`src/rtl/bch_dvbs2_pkg.sv`:
```
// Shared constants and types for the DVB-S2 normal-frame BCH generator ROM path.
package bch_dvbs2_pkg;

  localparam int DATA_W     = 192;
  localparam int ADDR_W     = 5;
  localparam int FIFO_DEPTH = 3;
  localparam int WORDS_T8   = 16;
  localparam int WORDS_T10  = 20;
  localparam int WORDS_T12  = 24;

  // t_sel encodings
  localparam logic [1:0] T8   = 2'd0;
  localparam logic [1:0] T10  = 2'd1;
  localparam logic [1:0] T12  = 2'd2;
  localparam logic [1:0] TRSV = 2'd3;

  typedef enum logic [1:0] {
    S_IDLE = 2'd0,
    S_RUN  = 2'd1,
    S_DONE = 2'd2
  } state_e;

endpackage

```
`src/rtl/bch_rom_capture_fifo.sv`:
```
// Shift-register capture FIFO: entry 0 is the registered head, flush empties it at once.
module bch_rom_capture_fifo #(
  parameter int W     = 193,
  parameter int DEPTH = 3
) (
  input  logic                         clk_1x,
  input  logic                         rst,
  input  logic                         flush,
  input  logic                         push,
  input  logic [W-1:0]                 din,
  input  logic                         pop,
  output logic [W-1:0]                 head,
  output logic                         head_vld,
  output logic [$clog2(DEPTH+1)-1:0]   count
);

  localparam int CW = $clog2(DEPTH + 1);

  logic [DEPTH-1:0][W-1:0] mem, mem_n;
  logic [DEPTH-1:0]        vld, vld_n;
  logic [CW-1:0]           cnt, cnt_n, wr_idx;
  logic                    push_g, pop_g;

  assign pop_g  = pop && vld[0];
  assign push_g = push && ((cnt < CW'(DEPTH)) || pop_g);
  assign wr_idx = pop_g ? cnt - CW'(1) : cnt;

  always_comb begin
    mem_n = mem;
    vld_n = vld;
    if (pop_g) begin
      for (int i = 0; i < DEPTH-1; i++) begin
        mem_n[i] = mem[i+1];
        vld_n[i] = vld[i+1];
      end
      vld_n[DEPTH-1] = 1'b0;
    end
    // New word lands behind the last valid entry, after any shift.
    if (push_g) begin
      for (int i = 0; i < DEPTH; i++) begin
        if (wr_idx == CW'(i)) begin
          mem_n[i] = din;
          vld_n[i] = 1'b1;
        end
      end
    end
    cnt_n = cnt + CW'(push_g) - CW'(pop_g);
  end

  always_ff @(posedge clk_1x or posedge rst) begin
    if (rst) begin
      mem <= '0;
      vld <= '0;
      cnt <= '0;
    end else if (flush) begin
      vld <= '0;
      cnt <= '0;
    end else begin
      mem <= mem_n;
      vld <= vld_n;
      cnt <= cnt_n;
    end
  end

  assign head     = mem[0];
  assign head_vld = vld[0];
  assign count    = cnt;

endmodule

```
`src/rtl/bch_gen_rom_sched.sv`:
```
// BCH generator ROM scheduler: walks one ROM, absorbs its 1-cycle latency, streams words out.
// Build option BCH_GEN_ROM_SCHED_REVERSE_EN walks addresses N-1..0 instead of 0..N-1.
module bch_gen_rom_sched
  import bch_dvbs2_pkg::*;
#(
  parameter int DATA_W     = bch_dvbs2_pkg::DATA_W,
  parameter int ADDR_W     = bch_dvbs2_pkg::ADDR_W,
  parameter int FIFO_DEPTH = bch_dvbs2_pkg::FIFO_DEPTH,
  parameter int WORDS_T8   = bch_dvbs2_pkg::WORDS_T8,
  parameter int WORDS_T10  = bch_dvbs2_pkg::WORDS_T10,
  parameter int WORDS_T12  = bch_dvbs2_pkg::WORDS_T12
) (
  input  logic              clk_1x,
  input  logic              rst,
  input  logic              start,
  input  logic [1:0]        t_sel,
  input  logic              abort,
  output logic              busy,
  output logic              done,
  output logic              err_tsel,
  output logic [1:0]        rom_sel,
  output logic              rom_rd_en,
  output logic [ADDR_W-1:0] rom_rdaddr,
  input  logic [DATA_W-1:0] rom_rd_q,
  output logic [DATA_W-1:0] m_data,
  output logic              m_valid,
  input  logic              m_ready,
  output logic              m_last
);

  localparam int CW  = ADDR_W + 1;
  localparam int FCW = $clog2(FIFO_DEPTH + 1);

  state_e          state, state_n;
  logic [CW-1:0]   n_words, words_sel, issued, accepted;
  logic [FCW-1:0]  fifo_cnt;
  logic            inflight, inflight_last;
  logic            start_ok, start_bad, issue, xfer, last_xfer, flush;
  logic [DATA_W:0] head_word;

  always_comb begin
    case (t_sel)
      T8:      words_sel = CW'(WORDS_T8);
      T10:     words_sel = CW'(WORDS_T10);
      T12:     words_sel = CW'(WORDS_T12);
      default: words_sel = '0;
    endcase
  end

  assign start_ok  = (state == S_IDLE) && start && !abort && (t_sel != TRSV);
  assign start_bad = (state == S_IDLE) && start && !abort && (t_sel == TRSV);
  assign flush     = abort && (state != S_IDLE);
  assign xfer      = m_valid && m_ready;
  assign last_xfer = xfer && (accepted == n_words - CW'(1));

  // Credit counts the buffered words plus the read still in the ROM pipe,
  // so a capture can never find the buffer full.
  assign issue = (state == S_RUN) && !abort && (issued < n_words) &&
                 ((int'(fifo_cnt) + int'(inflight)) < FIFO_DEPTH);

  always_ff @(posedge clk_1x or posedge rst) begin
    if (rst) state <= S_IDLE;
    else     state <= state_n;
  end

  always_comb begin
    state_n = state;
    case (state)
      S_IDLE:  if (start_ok) state_n = S_RUN;
      S_RUN: begin
        if (abort)          state_n = S_IDLE;
        else if (last_xfer) state_n = S_DONE;
      end
      S_DONE:  state_n = S_IDLE;
      default: state_n = S_IDLE;
    endcase
  end

  always_comb begin
    busy       = (state == S_RUN);
    done       = (state == S_DONE);
    rom_rd_en  = issue;
    rom_rdaddr = '0;
    if (issue) begin
`ifdef BCH_GEN_ROM_SCHED_REVERSE_EN
      rom_rdaddr = ADDR_W'(n_words - CW'(1) - issued);
`else
      rom_rdaddr = issued[ADDR_W-1:0];
`endif
    end
  end

  always_ff @(posedge clk_1x or posedge rst) begin
    if (rst) begin
      n_words       <= '0;
      rom_sel       <= '0;
      issued        <= '0;
      accepted      <= '0;
      inflight      <= 1'b0;
      inflight_last <= 1'b0;
      err_tsel      <= 1'b0;
    end else begin
      err_tsel      <= start_bad;
      inflight      <= issue;
      // The final issued read is the last word in both address orders.
      inflight_last <= issue && (issued == n_words - CW'(1));
      if (start_ok) begin
        n_words  <= words_sel;
        rom_sel  <= t_sel;
        issued   <= '0;
        accepted <= '0;
      end else begin
        if (issue) issued   <= issued + CW'(1);
        if (xfer)  accepted <= accepted + CW'(1);
      end
    end
  end

  bch_rom_capture_fifo #(
    .W     (DATA_W + 1),
    .DEPTH (FIFO_DEPTH)
  ) u_fifo (
    .clk_1x   (clk_1x),
    .rst      (rst),
    .flush    (flush),
    .push     (inflight),
    .din      ({inflight_last, rom_rd_q}),
    .pop      (xfer),
    .head     (head_word),
    .head_vld (m_valid),
    .count    (fifo_cnt)
  );

  assign m_data = head_word[DATA_W-1:0];
  assign m_last = head_word[DATA_W] && m_valid;

endmodule

```
`config.mk`:
```
export PLATFORM = sky130hd
export DESIGN_NAME = bch_gen_rom_sched
export DESIGN_NICKNAME = d
export VERILOG_FILES = /design/src/rtl/bch_dvbs2_pkg.sv /design/src/rtl/bch_rom_capture_fifo.sv /design/src/rtl/bch_gen_rom_sched.sv
export SDC_FILE = /design/constraint.sdc
export NUM_CORES = 1
export LEC_CHECK = 0
export BUFFER_PORTS_ARGS = -buffer_cell sky130_fd_sc_hd__buf_2
export CAP_MARGIN = 20
export CORE_ASPECT_RATIO = 1.2
export CORE_MARGIN = 2
export CORE_UTILIZATION = 57
export DETAILED_ROUTE_END_ITERATION = 10
export PLACE_DENSITY_LB_ADDON = 0.12
export SLEW_MARGIN = 20
export SYNTH_ARGS = -nofsm -noshare
export SYNTH_HDL_FRONTEND = slang
export SYNTH_HIERARCHICAL = 1
export SYNTH_SLANG_ARGS = --single-unit
```
`constraint.sdc`:
```
create_clock -name clk_1x -period 17.8 [get_ports clk_1x]
set_input_delay 0 -clock clk_1x [delete_from_list [all_inputs] [get_ports clk_1x]]
set_output_delay 0 -clock clk_1x [all_outputs]
set_load 0.05 [all_outputs]
```
==> metrics.yaml <==
initial_core_util_pct: 57.69
p_per_area_nw_per_um2: 180.7
drv_cap: 0
post-route-drc-count: 0
syn_avg_cell_area_um2: 12.92
setup_viol: 0
fmax_mhz: 242.6
placementRows: 87
dr_total_vias: 19223
cts-root-buf: "clkbuf_16"
vias_per_cell: 6.243
die_area_um2: 49360
numCtsBuffers: 59
fin_skew_ns: 0.01922
syn_inst: 2100
min_period_over_period_pct: 23.16
grt_max_degree: 300
hpwl_mm: 37.62
gp_congestion: 0.8013
path_delay_family: "buffers and inverters"
first_pass_iters: 5
grt_pass1_wl_mm: 110.2
worstSetupPathType: "reg -> reg"
violations: "max-slew violations"
cts.sinks: 606
grt_overflow: 0
grt_use_total_pct: 27.60
antenna_found_initial: 8
required_ns: 18.29
fillers: 3492
path_common_cell: "buf_4"
hold_class: "in -> reg"
die_w_um: 203.2
period_minus_slack_ns: 4.122
power.leakage_nw: 16.60
clock_path_buffers: 3
ys.warnings.count: 6
synth_seq_area_share_pct: 55.90
areaGrowthSynthToFinish_pct: 16.57
seqCellArea_um2: 15160
ios: 404
drtIter0Drc: 1465
cts_tree: "built"
ys_ff_latch: 606
slowest_stage: "a22oi_2"
path_buf_inv: 2
worst-endpoint-arrival_ns: 4.61
grt_pass1_vias: 19094
max_slew_margin_pct: -4.134
hold_violations: 0
synth_top_flop_cell: "dfrtp_1"
endpoint_kind: "register"
io_buffers: 403
cts_resized: 0
wire_per_inst_um: 22.54
ant_nets: 0
path_cells: "ha_1 -> and4bb_1 -> a22oi_2 -> buf_4 -> buf_4 -> mux2_2"
final_max_slew_viol_count: 121
clk_latency_ns: 0.61
post-place-ws_ns: 13.70
tns_ns: 0
critPathMaxStageDelay_ns: 0.90
vdd_drop_max_mv: 0.09782
netlist_area_um2: 27130
drive_above_1_share_pct: 23.28
htree_levels: 2
status: "finished, violations left"
die_h_um: 243.0
rsz0062_at_grt: "no"
wl_mm: 69.41
synth_nets: 2310
core_um2: 47030
cp-start-kind: "register"
multi_input_area_um2: 9450
synth_cell_types: 51
critPathMaxFanout: 61
worstMarginPinSlew_ns: 1.562
layout_setup_ws_ns: 13.68
final_nets: 2611
clk_pin_slew_ns: 0.06
synth-edff-count: 0
ys_async_sr_fraction_pct: 100.0
synthesized netlist by cell type, types with 3 or more instances:
library cell	number	area share (%)
a21oi_1	5	0.092
a221o_1	386	14
and2_1	3	0.069
and3_1	393	9.1
buf_2	57	1.1
buf_4	218	6.0
buf_6	25	1.0
clkbuf_1	87	1.2
dfrtp_1	606	56
ha_1	11	0.51
inv_1	9	0.12
mux2_1	159	6.6
mux2_2	34	1.4
nand2_1	16	0.22
nand2b_1	3	0.069
nand3_1	7	0.13
nor2_1	13	0.18
nor2b_1	5	0.12
nor3_1	6	0.11
o21ai_0	6	0.11
xnor2_1	7	0.23
xor2_1	8	0.26
power by group:
part	total [W]	internal, W	switching, W
Combinational	0.00211	0.000771	0.00134
Sequential	0.00239	0.00204	0.000352
Clock	0.00121	0.000685	0.000528
what timing repair did:
item / 4_1_cts / 5_1_grt
hold endpoints to repair: 759 / 39
hold buffers: 201 / 1
setup buffers: 0 / 0
layer usage:
| layer | wire, µm | part of all wire, % | global-route usage (%) | vias up |
|---|---|---|---|---|
| li1 | - | - | - | 8468 |
| met1 | 30360 | 44 | 39.99 | 9952 |
| met2 | 32490 | 47 | 42.61 | 688 |
| met3 | 4532 | 6.5 | 4.954 | 115 |
| met4 | 2028 | 2.9 | 8.630 | 0 |
| met5 | 0 | 0 | 0 | - |
cell type report:
type / instances / area share [%]
clock buffers: 87 / 5.349
diodes: 8 / 0.06331
inverters: 10 / 0.1424
repair buffers: 628 / 13.60
multi-input cells: 1096 / 29.88
well taps: 623 / 2.465
flip-flops and latches: 606 / 47.95
clock inverters: 21 / 0.5381
sequential cells by signal, indices dropped and copies added (netlist names):
| register | cells |
|---|---|
| accepted | 6 |
| err_tsel | 1 |
| inflight | 1 |
| inflight_last | 1 |
| issued | 6 |
| n_words | 3 |
| rom_sel | 2 |
| state | 2 |
| u_fifo/count | 2 |
| u_fifo/head | 193 |
| u_fifo/mem | 386 |
| u_fifo/vld | 3 |
cells by family (layout without fill, tap and decap cells):
family                   Yosys count  after routing  synth area share, %
XOR/XNOR                          15             15               0.4843
other                              0              8                    0
buffers and inverters            398            746                9.478
adder cells (fa/ha/maj)           11             11               0.5073
flip-flops                       606            606                55.90
AO/OA/AOI/OAI                    413            413                15.03
AND/OR/NAND/NOR                  463            463                10.56
multiplexers                     194            194                8.048
path summary, 6_finish.rpt:
check	start	to	slack (ns)	depth (start not counted)
setup / recovery	u_fifo/count[0]	u_fifo/mem[553]	13.68	6
max in group asynchronous	rst	u_fifo/mem[531]	14.74	7
min in group asynchronous	rst	u_fifo/mem[572]	0.48	4
hold / removal	rom_rd_q[16]	u_fifo/mem[402]	0.18	3
setup reg to reg	u_fifo/count[0]	u_fifo/mem[553]	13.68	6
hold reg to reg	u_fifo/mem[529]	u_fifo/mem[529]	0.48	1
worst min-delay path, cell delays in order:
cell and delay [ns]:
dlygate4sd3_1 0.52, buf_2 0.12, mux2_1 0.11
per-stage QoR:
stage                     area [µm²]  utilization, %  total power [W]  cells  hold WS (ns)
final                          31620           67.25         0.005713   3079        0.1794
after global routing           31620           67.25         0.005986   3079        0.1753
after CTS                      31520           67.02         0.005728   3067        0.1491
after detailed placement       27640           58.79         0.004468   2758        0.2512
after global placement         27640           58.79         0.004392   2758        0.2418
after floorplan                27130               -         0.004249   2100      -0.01077
layout by cell type, fill, tap and decap left out, drive strengths merged, types with 13 or more instances in the layout:
cell | Yosys | routed
dfrtp | 606 | 606
buf | 301 | 426
and3 | 393 | 393
a221o | 386 | 386
dlygate4sd3 | 0 | 202
mux2 | 193 | 193
clkbuf | 87 | 87
nand2 | 17 | 17
clkinv | 0 | 15
nor2 | 13 | 13
No activity file was read; power rests on OpenSTA's default activity.
